--- config.mk ---
export PLATFORM = sky130hd
export DESIGN_NAME = pwm_hbridge_mc
export DESIGN_NICKNAME = d
export VERILOG_FILES = /design/src/rtl/pwm_mc_pkg.sv /design/src/rtl/pwm_mc_channel.sv /design/src/rtl/pwm_hbridge_mc.sv
export SDC_FILE = /design/constraint.sdc
export NUM_CORES = 1
export LEC_CHECK = 0
export ABC_AREA = 0
export BUFFER_PORTS_ARGS = -buffer_cell sky130_fd_sc_hd__buf_2
export CAP_MARGIN = 0
export CORE_MARGIN = 2
export CORE_UTILIZATION = 55
export CTS_CLUSTER_DIAMETER = 200
export CTS_CLUSTER_SIZE = 8
export DETAILED_ROUTE_END_ITERATION = 10
export PLACE_DENSITY = 0.73
export SLEW_MARGIN = 20
export SYNTH_ARGS = -nofsm -noshare
export SYNTH_HDL_FRONTEND = slang
export SYNTH_SLANG_ARGS = --single-unit
--- constraint.sdc ---
create_clock -name clk_10k -period 5.2 [get_ports clk_10k]
set_input_delay 0 -clock clk_10k [delete_from_list [all_inputs] [get_ports clk_10k]]
set_output_delay 0 -clock clk_10k [all_outputs]
set_load 0.02 [all_outputs]
--- src/rtl/pwm_mc_pkg.sv ---
// Shared types and helpers for the multi-channel H-bridge PWM (pwm_hbridge_mc).
// Duty saturation and ramp arithmetic live here so every channel computes them identically.
package pwm_mc_pkg;

    typedef enum logic {
        ST_RUN  = 1'b0,
        ST_DEAD = 1'b1
    } ch_state_e;

    localparam int DEAD_DEFAULT = 4;

    // Dead counter width; a zero dead-time still needs a one-bit counter to exist.
    function automatic int dead_w(input int dead);
        return (dead > 0) ? $clog2(dead + 1) : 1;
    endfunction

    localparam int DW = dead_w(DEAD_DEFAULT);

    function automatic int sat_duty(input int speed, input int period);
        return (speed > period) ? period : speed;
    endfunction

    function automatic int ramp_toward(input int cur, input int tgt, input int step);
        if (tgt > cur)
            return ((tgt - cur) > step) ? cur + step : tgt;
        else
            return ((cur - tgt) > step) ? cur - step : tgt;
    endfunction

endpackage

--- src/rtl/pwm_mc_channel.sv ---
// One H-bridge channel: double-buffered duty/direction, RUN/DEAD FSM with dead counter,
// registered compare against the shared counter, and duty slewing when SLEW_RAMP_EN is defined.
module pwm_mc_channel
    import pwm_mc_pkg::*;
#(
    parameter int CNT_W  = 8,
    parameter int PERIOD = 100,
    parameter int DEAD   = 4,
    parameter int STEP   = 5
) (
    input  logic             clk_10k,
    input  logic             rst_n,
    input  logic             en,
    input  logic             en_rise,
    input  logic             boundary,
    input  logic [CNT_W-1:0] next_cnt,
    input  logic [CNT_W-1:0] speed_i,
    input  logic             dir_i,
    output logic             pwml,
    output logic             pwmr,
    output logic             dead_active
);

    localparam int DCW = dead_w(DEAD);
`ifdef SLEW_RAMP_EN
    localparam int MAX_STEP = STEP;
`else
    // Any step of at least PERIOD turns the ramp into a jump to the target.
    localparam int MAX_STEP = (STEP > PERIOD) ? STEP : PERIOD;
`endif

    ch_state_e        state_q, state_d;
    logic [DCW-1:0]   dead_cnt_q, dead_cnt_d;
    logic [CNT_W-1:0] duty_q, duty_d;
    logic             dir_q, dir_d;
    logic             pwml_q, pwml_d;
    logic             pwmr_q, pwmr_d;
    logic [CNT_W-1:0] target;
    logic             hi;

    // NOTE: sequential state uses non-blocking assignments so every flop samples pre-edge values.
    always_ff @(posedge clk_10k) begin
        if (!rst_n) begin
            state_q    <= ST_RUN;
            dead_cnt_q <= '0;
            duty_q     <= '0;
            dir_q      <= 1'b1;
            pwml_q     <= 1'b0;
            pwmr_q     <= 1'b0;
        end else begin
            state_q    <= state_d;
            dead_cnt_q <= dead_cnt_d;
            duty_q     <= duty_d;
            dir_q      <= dir_d;
            pwml_q     <= pwml_d;
            pwmr_q     <= pwmr_d;
        end
    end

    // NOTE: every variable gets a default first so no path through the block infers a latch.
    always_comb begin
        state_d    = state_q;
        dead_cnt_d = dead_cnt_q;
        duty_d     = duty_q;
        dir_d      = dir_q;
        target     = CNT_W'(sat_duty(int'(speed_i), PERIOD));
        if (!en) begin
            state_d    = ST_RUN;
            dead_cnt_d = '0;
        end else if (en_rise) begin
            // Bridge was idle while disabled, so the reload needs no dead-time.
            state_d = ST_RUN;
            duty_d  = target;
            dir_d   = dir_i;
        end else if (boundary) begin
            if (dir_i != dir_q) begin
`ifdef SLEW_RAMP_EN
                if (duty_q != '0) begin
                    duty_d = CNT_W'(ramp_toward(int'(duty_q), 0, MAX_STEP));
                end else begin
                    dir_d  = dir_i;
                    duty_d = CNT_W'(ramp_toward(0, int'(target), MAX_STEP));
                    if (DEAD > 0) begin
                        state_d    = ST_DEAD;
                        dead_cnt_d = DCW'(DEAD - 1);
                    end
                end
`else
                dir_d  = dir_i;
                duty_d = target;
                if (DEAD > 0) begin
                    state_d    = ST_DEAD;
                    dead_cnt_d = DCW'(DEAD - 1);
                end
`endif
            end else begin
                duty_d = CNT_W'(ramp_toward(int'(duty_q), int'(target), MAX_STEP));
            end
        end else if (state_q == ST_DEAD) begin
            if (dead_cnt_q == '0)
                state_d = ST_RUN;
            else
                dead_cnt_d = dead_cnt_q - DCW'(1);
        end
    end

    // Compare against next_cnt so the registered outputs line up with the counter value.
    always_comb begin
        pwml_d = 1'b0;
        pwmr_d = 1'b0;
        hi     = next_cnt < duty_d;
        if (en && state_d == ST_RUN) begin
            if (dir_d)
                pwml_d = hi;
            else
                pwmr_d = hi;
        end
    end

    assign pwml        = pwml_q;
    assign pwmr        = pwmr_q;
    assign dead_active = (state_q == ST_DEAD);

endmodule

--- src/rtl/pwm_hbridge_mc.sv ---
// Multi-channel H-bridge PWM top: shared period counter, period_start pulse, CH channel instances.
// Optional duty slewing is enabled by defining the macro SLEW_RAMP_EN.
module pwm_hbridge_mc
    import pwm_mc_pkg::*;
#(
    parameter int CH     = 2,
    parameter int CNT_W  = 8,
    parameter int PERIOD = 100,
    parameter int DEAD   = DEAD_DEFAULT,
    parameter int STEP   = 5
) (
    input  logic                clk_10k,
    input  logic                rst_n,
    input  logic                en,
    input  logic [CH*CNT_W-1:0] speed,
    input  logic [CH-1:0]       direction,
    output logic [CH-1:0]       pwml,
    output logic [CH-1:0]       pwmr,
    output logic                period_start,
    output logic [CH-1:0]       dead_active
);

    logic [CNT_W-1:0] cnt_q, cnt_d;
    logic             en_q, en_d;
    logic             period_start_q, period_start_d;
    logic             en_rise;
    logic             boundary;

    always_ff @(posedge clk_10k) begin
        if (!rst_n) begin
            cnt_q          <= '0;
            en_q           <= 1'b0;
            period_start_q <= 1'b0;
        end else begin
            cnt_q          <= cnt_d;
            en_q           <= en_d;
            period_start_q <= period_start_d;
        end
    end

    // The enabling edge keeps cnt at 0 so the first enabled period is a full one.
    always_comb begin
        en_rise        = en && !en_q;
        boundary       = en && (cnt_q == CNT_W'(PERIOD - 1));
        en_d           = en;
        cnt_d          = cnt_q + CNT_W'(1);
        if (!en || en_rise || boundary)
            cnt_d = '0;
        period_start_d = en && (cnt_d == '0);
    end

    assign period_start = period_start_q;

    for (genvar i = 0; i < CH; i++) begin : g_ch
        pwm_mc_channel #(
            .CNT_W  (CNT_W),
            .PERIOD (PERIOD),
            .DEAD   (DEAD),
            .STEP   (STEP)
        ) u_ch (
            .clk_10k     (clk_10k),
            .rst_n       (rst_n),
            .en          (en),
            .en_rise     (en_rise),
            .boundary    (boundary),
            .next_cnt    (cnt_d),
            .speed_i     (speed[i*CNT_W +: CNT_W]),
            .dir_i       (direction[i]),
            .pwml        (pwml[i]),
            .pwmr        (pwmr[i]),
            .dead_active (dead_active[i])
        );
    end

endmodule
==> results of run 1 <==
-- per-layer routing --
layer / up-vias / track usage (%) / part of all wire (%) / wire [um]
li1: 2307 / - / - / -
met1: 2203 / 34.01 / 45 / 5638
met2: 175 / 44.55 / 47 / 5891
met3: 34 / 2.168 / 5.6 / 704
met5: - / 0 / 0 / 0
met4: 0 / 9.209 / 2.7 / 345
-- worst register-to-register path: stages, from the launching register on --
cell,delay [ns]
dfxtp_1,0.43
inv_1,0.15
ha_1,0.44
and3b_4,0.24
or4_1,0.49
o311a_1,0.13
a311o_1,0.32
a211oi_4,0.38
a21o_4,0.16
nand2_1,0.06
a311o_1,0.38
ha_1,0.32
a21oi_1,0.14
nor2b_1,0.05
o21ai_0,0.17
nand2_1,0.10
a211oi_2,0.24
nand3_1,0.11
a211oi_1,0.25
nor3_1,0.10
nor2_1,0.08
-- cells in the mapped netlist (11+ instances only) --
cell type  count
inv_1         46
nor2_1        70
dfxtp_1       40
nor3_1        16
o21a_1        12
o21ai_0       29
a21o_1        11
nand2_1       43
a21oi_1       44
ha_1          61
xnor2_1       21
clkbuf_1      11
nand3_1       23
-- state kept, by name, summed over array words and instances, names as in the netlist --
name and count:
g_ch.u_ch.dead_active 2, g_ch.u_ch.pwmr 2, g_ch.u_ch.pwml 2, cnt_q 8, g_ch.u_ch.dead_cnt_q 6, g_ch.u_ch.duty_q 16
g_ch.u_ch.dir_q 2, period_start 1, en_q 1
-- worst paths after layout --
check / startpoint / endpoint / slack [ns] / cells after the start
max reg2reg: g_ch[1].u_ch.duty_q[3]$_SDFF_PN0_ / g_ch[1].u_ch.pwmr$_SDFF_PP0_ / 0.41 / 20
min reg2reg: g_ch[1].u_ch.dead_cnt_q[0]$_SDFFE_PN0P_ / g_ch[1].u_ch.dead_cnt_q[0]$_SDFFE_PN0P_ / 0.48 / 1
max: g_ch[1].u_ch.duty_q[3]$_SDFF_PN0_ / g_ch[1].u_ch.pwmr$_SDFF_PP0_ / 0.41 / 20
min: rst_n / g_ch[0].u_ch.dir_q$_SDFF_PN1_ / 0.02 / 2
-- logic make-up (layout without fill, tap and decap cells) --
group                      count (synthesis)  in the layout  share of synthesized area [%]
muxes                                      7              7                          1.499
DFF                                       40             40                          16.83
other                                      2              4                         0.1579
AOI/OAI and AO/OA                        184            184                          27.01
buffers and inverters                     74             87                          7.575
xor gates and xnor gates                  31             31                          5.708
adders and majority gates                 63             63                          16.89
and+or+nand+nor                          229            229                          24.33
-- layout make-up --
| type | count | area share [%] |
|---|---|---|
| inverter | 47 | 3.513 |
| multi-input combinational | 518 | 71.97 |
| sequential | 40 | 15.94 |
| clock inverter | 1 | 0.5979 |
| timing repair buffer | 32 | 3.438 |
| tap | 105 | 2.616 |
| clock buffer | 7 | 1.918 |
-- through the flow --
stage                     utilization, %  hold slack, ns  std cells
after floorplan                        -          0.1799        632
after global placement             58.86          0.3156        742
after detailed placement           58.86          0.3159        742
after CTS                          60.38         0.01794        750
after global routing               60.52         0.03411        750
final                              60.52         0.02032        750
-- power breakdown --
group / internal (uW) / switching [uW] / total [uW]
combinational: 169 / 241 / 410
clock: 169 / 108 / 277
sequential: 317 / 14.8 / 332
==> summary.txt, run 1 <==
Critical path
  – Delay-heaviest family, CP: compound AO/OA/AOI/OAI gates
  – Arr. time, crit path: 5.03 ns
  – Critical Setup Path Class: reg -> reg
  – Slowest Stage Delay on Critical Path: 0.49 ns
  – Crit Path Max Fanout: 8
  – Crit. End Element: register
  – CP max-delay cell: or4_1
  – Worst Path Buf+Inv: 1
  – Startpoint Class: register
  – WP data required: 5.44 ns
  – CP Cell Sequence: inv_1, ha_1, and3b_4, or4_1, o311a_1, a311o_1, a211oi_4, a21o_4, nand2_1, a311o_1, ha_1, a21oi_1, nor2b_1, o21ai_0, nand2_1, a211oi_2, nand3_1, a211oi_1, nor3_1, nor2_1

Placement
  – Worst slack at placement: 0.1017 ns
  – GP Congestion: 0.9266
  – # port buffers: 27
  – Detailed Place HPWL: 9883 um
  – Post-place instance area: 0.004885 mm^2

Detailed routing
  – Number of DRC markers in iteration 0: 364
  – Drt via density: 6.292
  – Routed WL per cell: 16.77 um
  – Post-route ant nets: 0
  – Final wirelength: 12580 um
  – # DRC: 0
  – Via count: 4719
  – Initial DRT Pass Iterations: 7

Clock tree
  – TritonCTS buffer count: 5
  – Worst-case clock buffer depth: 2
  – CTS-repair resized insts: 0
  – CTS sink cnt: 40
  – Clock tree from TritonCTS: built
  – H-tree levels: 2
  – Clk slew on worst S/H paths: 0.08 ns
  – Clock Tree Root: clkbuf_8
  – Setup bufs post-CTS: 0
  – Cts hold-fix bufs: 0
  – Worst-skew pair later-pin latency: 0.29 ns

Yosys
  – Netlist Area Pre-Place: 0.004757 mm^2
  – Synth Instances: 630
  – Synth area leader: dfxtp_1
  – Synthesis-stage register bit count: 40
  – Syn avg cell area: 7.551 um^2
  – Post-synth top area share: 16.83%
  – Async SR Flop Fraction: 0%
  – Ys flop type: dfxtp_1
  – YS warnings: 0
  – Synth unique cells: 82
  – Register area share after synthesis: 16.83%
  – Synth area leaders: dfxtp_1, ha_1, nor2_1, a21oi_1, xnor2_1
  – EDFF count, synth: 0

Timing
  – Worst setup slack after layout: 0.4092 ns
  – Final worst clock skew: 0.006026 ns
  – Setup TNS after final layout: 0 ns
  – Final critical-path share of the clock period: 92.13%
  – RSZ-0062 raised after global routing: no
  – Fmax: 208.7 MHz
  – Min Tclk post-route: 4.791 ns
  – Final Hold Viols: 0
  – Final setup viols: 0
  – Final Slew Violations: 0
  – Slew HR: 51.63%
  – Worst-Margin Slew: 0.7203 ns

Power
  – Cell area power density: 202.8 mW/mm^2
  – Total power: 1019 uW
  – Peak VDD IR: 219.6 uV
  – Leakage power: 0.002150 uW

Global route
  – Vias in the first global route: 4413
  – Gr usage total: 25.94%
  – Antenna violations before repair: 0
  – Largest net degree at the start of global routing: 17
  – GRT overflow: 0
  – First-pass GRT wire length: 20730 um

Layout
  – Layout cell share with drive strength beyond 1: 10.85%
  – Most common cell after layout, fill and taps aside: nor2_1
  – Final nets: 728
  – Syn-to-layout area delta: 5.576%
  – Fin area: 0.005022 mm^2
  – Diodes inserted: 0
  – Commonest non-fill, non-tap cells in the layout: nor2_1, ha_1, inv_1, a21oi_1, nand2_1
  – Register area: 800.8 um^2
  – Number of fill cells: 752
  – Multi-input gate area: 0.003615 mm^2

Floorplanning
  – I/O pins: 28
  – Core Rows: 33
  – Die H: 97 um
  – Core ar.: 0.008299 mm^2
  – Die area: 0.009409 mm^2
  – Initial core utilization: 57.32%
  – Width of the die: 97 um

Hold path
  – Hold Path Class: in -> reg

Status
  – Status: finished clean

Job
  – Max_cap viols: 0
Power figures use the tool's default switching activity.
==> run 2: changes to the inputs <==
Settings changed: CORE_MARGIN 2 to 3.
==> summary.txt, run 2 (synthesis results as in run 1) <==
Critical path
  – Startpoint Class: register (unchanged)
  – Arr. time, crit path: 5.05 ns (was 5.03 ns)
  – Crit Path Max Fanout: 14 (was 8)
  – WP data required: 5.43 ns (was 5.44 ns)
  – Critical Setup Path Class: reg -> reg (unchanged)
  – Crit. End Element: register (unchanged)

Layout
  – Number of fill cells: 803 (was 752)
  – Commonest non-fill, non-tap cells in the layout: nor2_1, ha_1, inv_1, a21oi_1, nand2_1 (unchanged)
  – Register area: 800.8 um^2 (unchanged)
  – Most flop-heavy register: g_ch.u_ch.duty_q (unchanged)
  – Most common cell after layout, fill and taps aside: nor2_1 (unchanged)
  – Syn-to-layout area delta: 4.997% (was 5.576%)
  – Top Registers: g_ch.u_ch.duty_q: 16 flops, cnt_q: 8 flops, g_ch.u_ch.dead_cnt_q: 6 flops (unchanged)
  – Final nets: 728 (unchanged)
  – Layout cell share with drive strength beyond 1: 10.87% (was 10.85%)
  – Diodes inserted: 0 (unchanged)
  – Non-filler instance count after layout: 749 (was 750)
  – Max reg flops: 16 (unchanged)
  – Layout Utilization: 60.18% (was 60.52%)
  – Multi-input gate area: 0.003617 mm^2 (was 0.003615 mm^2)

Hold path
  – Hold Path Class: in -> reg (unchanged)

Timing
  – RSZ-0062 raised after global routing: no (unchanged)
  – Final worst clock skew: 0.009529 ns (was 0.006026 ns)
  – Final Slew Violations: 0 (unchanged)
  – Final critical-path share of the clock period: 92.66% (was 92.13%)
  – Min Tclk post-route: 4.818 ns (was 4.791 ns)
  – Fmax: 207.6 MHz (was 208.7 MHz)
  – Final Hold Viols: 0 (unchanged)
  – Slew HR: 48.43% (was 51.63%)
  – Setup TNS after final layout: 0 ns (unchanged)
  – Worst-Margin Slew: 0.7681 ns (was 0.7203 ns)
  – Hold slack final: 0.01860 ns (was 0.02032 ns)
  – Final setup viols: 0 (unchanged)

Clock tree
  – CTS sink cnt: 40 (unchanged)
  – Clk slew on worst S/H paths: 0.08 ns (about the same)
  – H-tree levels: 2 (unchanged)
  – Clock Tree Root: clkbuf_8 (unchanged)
  – Setup bufs post-CTS: 0 (unchanged)
  – Worst-case clock buffer depth: 2 (unchanged)
  – TritonCTS buffer count: 5 (unchanged)
  – Clock tree from TritonCTS: built (unchanged)
  – Cts hold-fix bufs: 0 (unchanged)
  – Worst-skew pair later-pin latency: 0.29 ns (about the same)
  – CTS-repair resized insts: 0 (unchanged)

Power
  – Leakage power: 0.002135 uW (was 0.002150 uW)
  – Cell area power density: 193.9 mW/mm^2 (was 202.8 mW/mm^2)
  – Total power: 968.7 uW (was 1019 uW)
  – Peak VDD IR: 186.0 uV (was 219.6 uV)

Detailed routing
  – # DRC: 0 (unchanged)
  – Initial DRT Pass Iterations: 5 (was 7)
  – Via count: 4801 (was 4719)
  – Number of DRC markers in iteration 0: 406 (was 364)
  – Drt via density: 6.410 (was 6.292)
  – Post-route ant nets: 0 (unchanged)
  – Routed WL per cell: 17.24 um (was 16.77 um)
  – Final wirelength: 12920 um (was 12580 um)

Floorplanning
  – Die area: 0.009801 mm^2 (was 0.009409 mm^2)
  – I/O pins: 28 (unchanged)
  – Initial core utilization: 57.32% (unchanged)
  – Width of the die: 99 um (was 97 um)
  – Die H: 99 um (was 97 um)
  – Core Rows: 33 (unchanged)
  – Core ar.: 0.008299 mm^2 (unchanged)

Global route
  – Gr usage total: 26.24% (was 25.94%)
  – GRT overflow: 0 (unchanged)
  – Antenna violations before repair: 0 (unchanged)
  – Largest net degree at the start of global routing: 17 (unchanged)
  – Vias in the first global route: 4472 (was 4413)
  – First-pass GRT wire length: 21480 um (was 20730 um)

Placement
  – Placed cells: 742 (unchanged)
  – GP Congestion: 0.9081 (was 0.9266)
  – Detailed Place HPWL: 10190 um (was 9883 um)
  – # port buffers: 27 (unchanged)

Status
  – Status: finished clean (unchanged)

Job
  – Max_cap viols: 0 (unchanged)
run 2: cell types whose count changed in the layout (fill, tap and decap cells not counted):
| cell | change |
|---|---|
| bufinv_16 | -1 |
| ha_1 | -1 |
| ha_2 | +1 |
run 2: area by class of cell:
class	count	area share, %
tap	105	2.630
sequential	40	16.03
timing repair buffer	32	3.457
clock buffer	7	1.929
multi-input combinational	518	72.42
inverter	47	3.532
run 2: path summary, 6_finish.rpt:
check | endpoint | start | depth (start not counted) | slack (ns)
worst max-delay path | g_ch[1].u_ch.pwmr$_SDFF_PP0_ | g_ch[1].u_ch.duty_q[6]$_SDFF_PN0_ | 20 | 0.38
worst min-delay path | g_ch[0].u_ch.dir_q$_SDFF_PN1_ | rst_n | 2 | 0.02
worst max register to register | g_ch[1].u_ch.pwmr$_SDFF_PP0_ | g_ch[1].u_ch.duty_q[6]$_SDFF_PN0_ | 20 | 0.38
worst min register to register | g_ch[1].u_ch.dead_cnt_q[0]$_SDFFE_PN0P_ | g_ch[1].u_ch.dead_cnt_q[0]$_SDFFE_PN0P_ | 1 | 0.46
run 2: power breakdown:
part	leakage, uW	internal [uW]	switching [uW]
Combinational	0.00176	170	245
Sequential	0.000326	317	16.1
Clock	0.0000503	118	102
run 2: layer usage:
metal | vias up | part of all wire (%) | global-route usage, %
met4 | 0 | 2.8 | 9.874
li1 | 2305 | - | -
met3 | 34 | 5.5 | 2.194
met1 | 2266 | 44 | 36.65
met5 | - | 0 | 0
met2 | 196 | 47 | 41.99
run 2: through the flow:
stage	area, um^2	setup WS [ns]
2_1_floorplan	4765	0.7161
3_3_place_gp	4885	0.3970
5_1_grt	4995	0.02448
3_5_place_dp	4885	0.1319
4_1_cts	4981	0.3003
6_report	4995	0.3819
run 2: worst max-delay path: stages, from the launching register on:
cell and delay (ns):
dfxtp_1 0.46, inv_1 0.12, ha_2 0.48, or2b_2 0.34, or4_1 0.43, o311a_1 0.16, a311o_1 0.34, a211oi_4 0.29
a21o_4 0.15, nand2_1 0.05, a311o_1 0.37, ha_1 0.30, a21oi_1 0.14, nor2b_1 0.06, o21ai_0 0.14, nand2_1 0.09
a211oi_2 0.24, nand3_1 0.12, a211oi_1 0.26, nor3_1 0.10, nor2_1 0.09
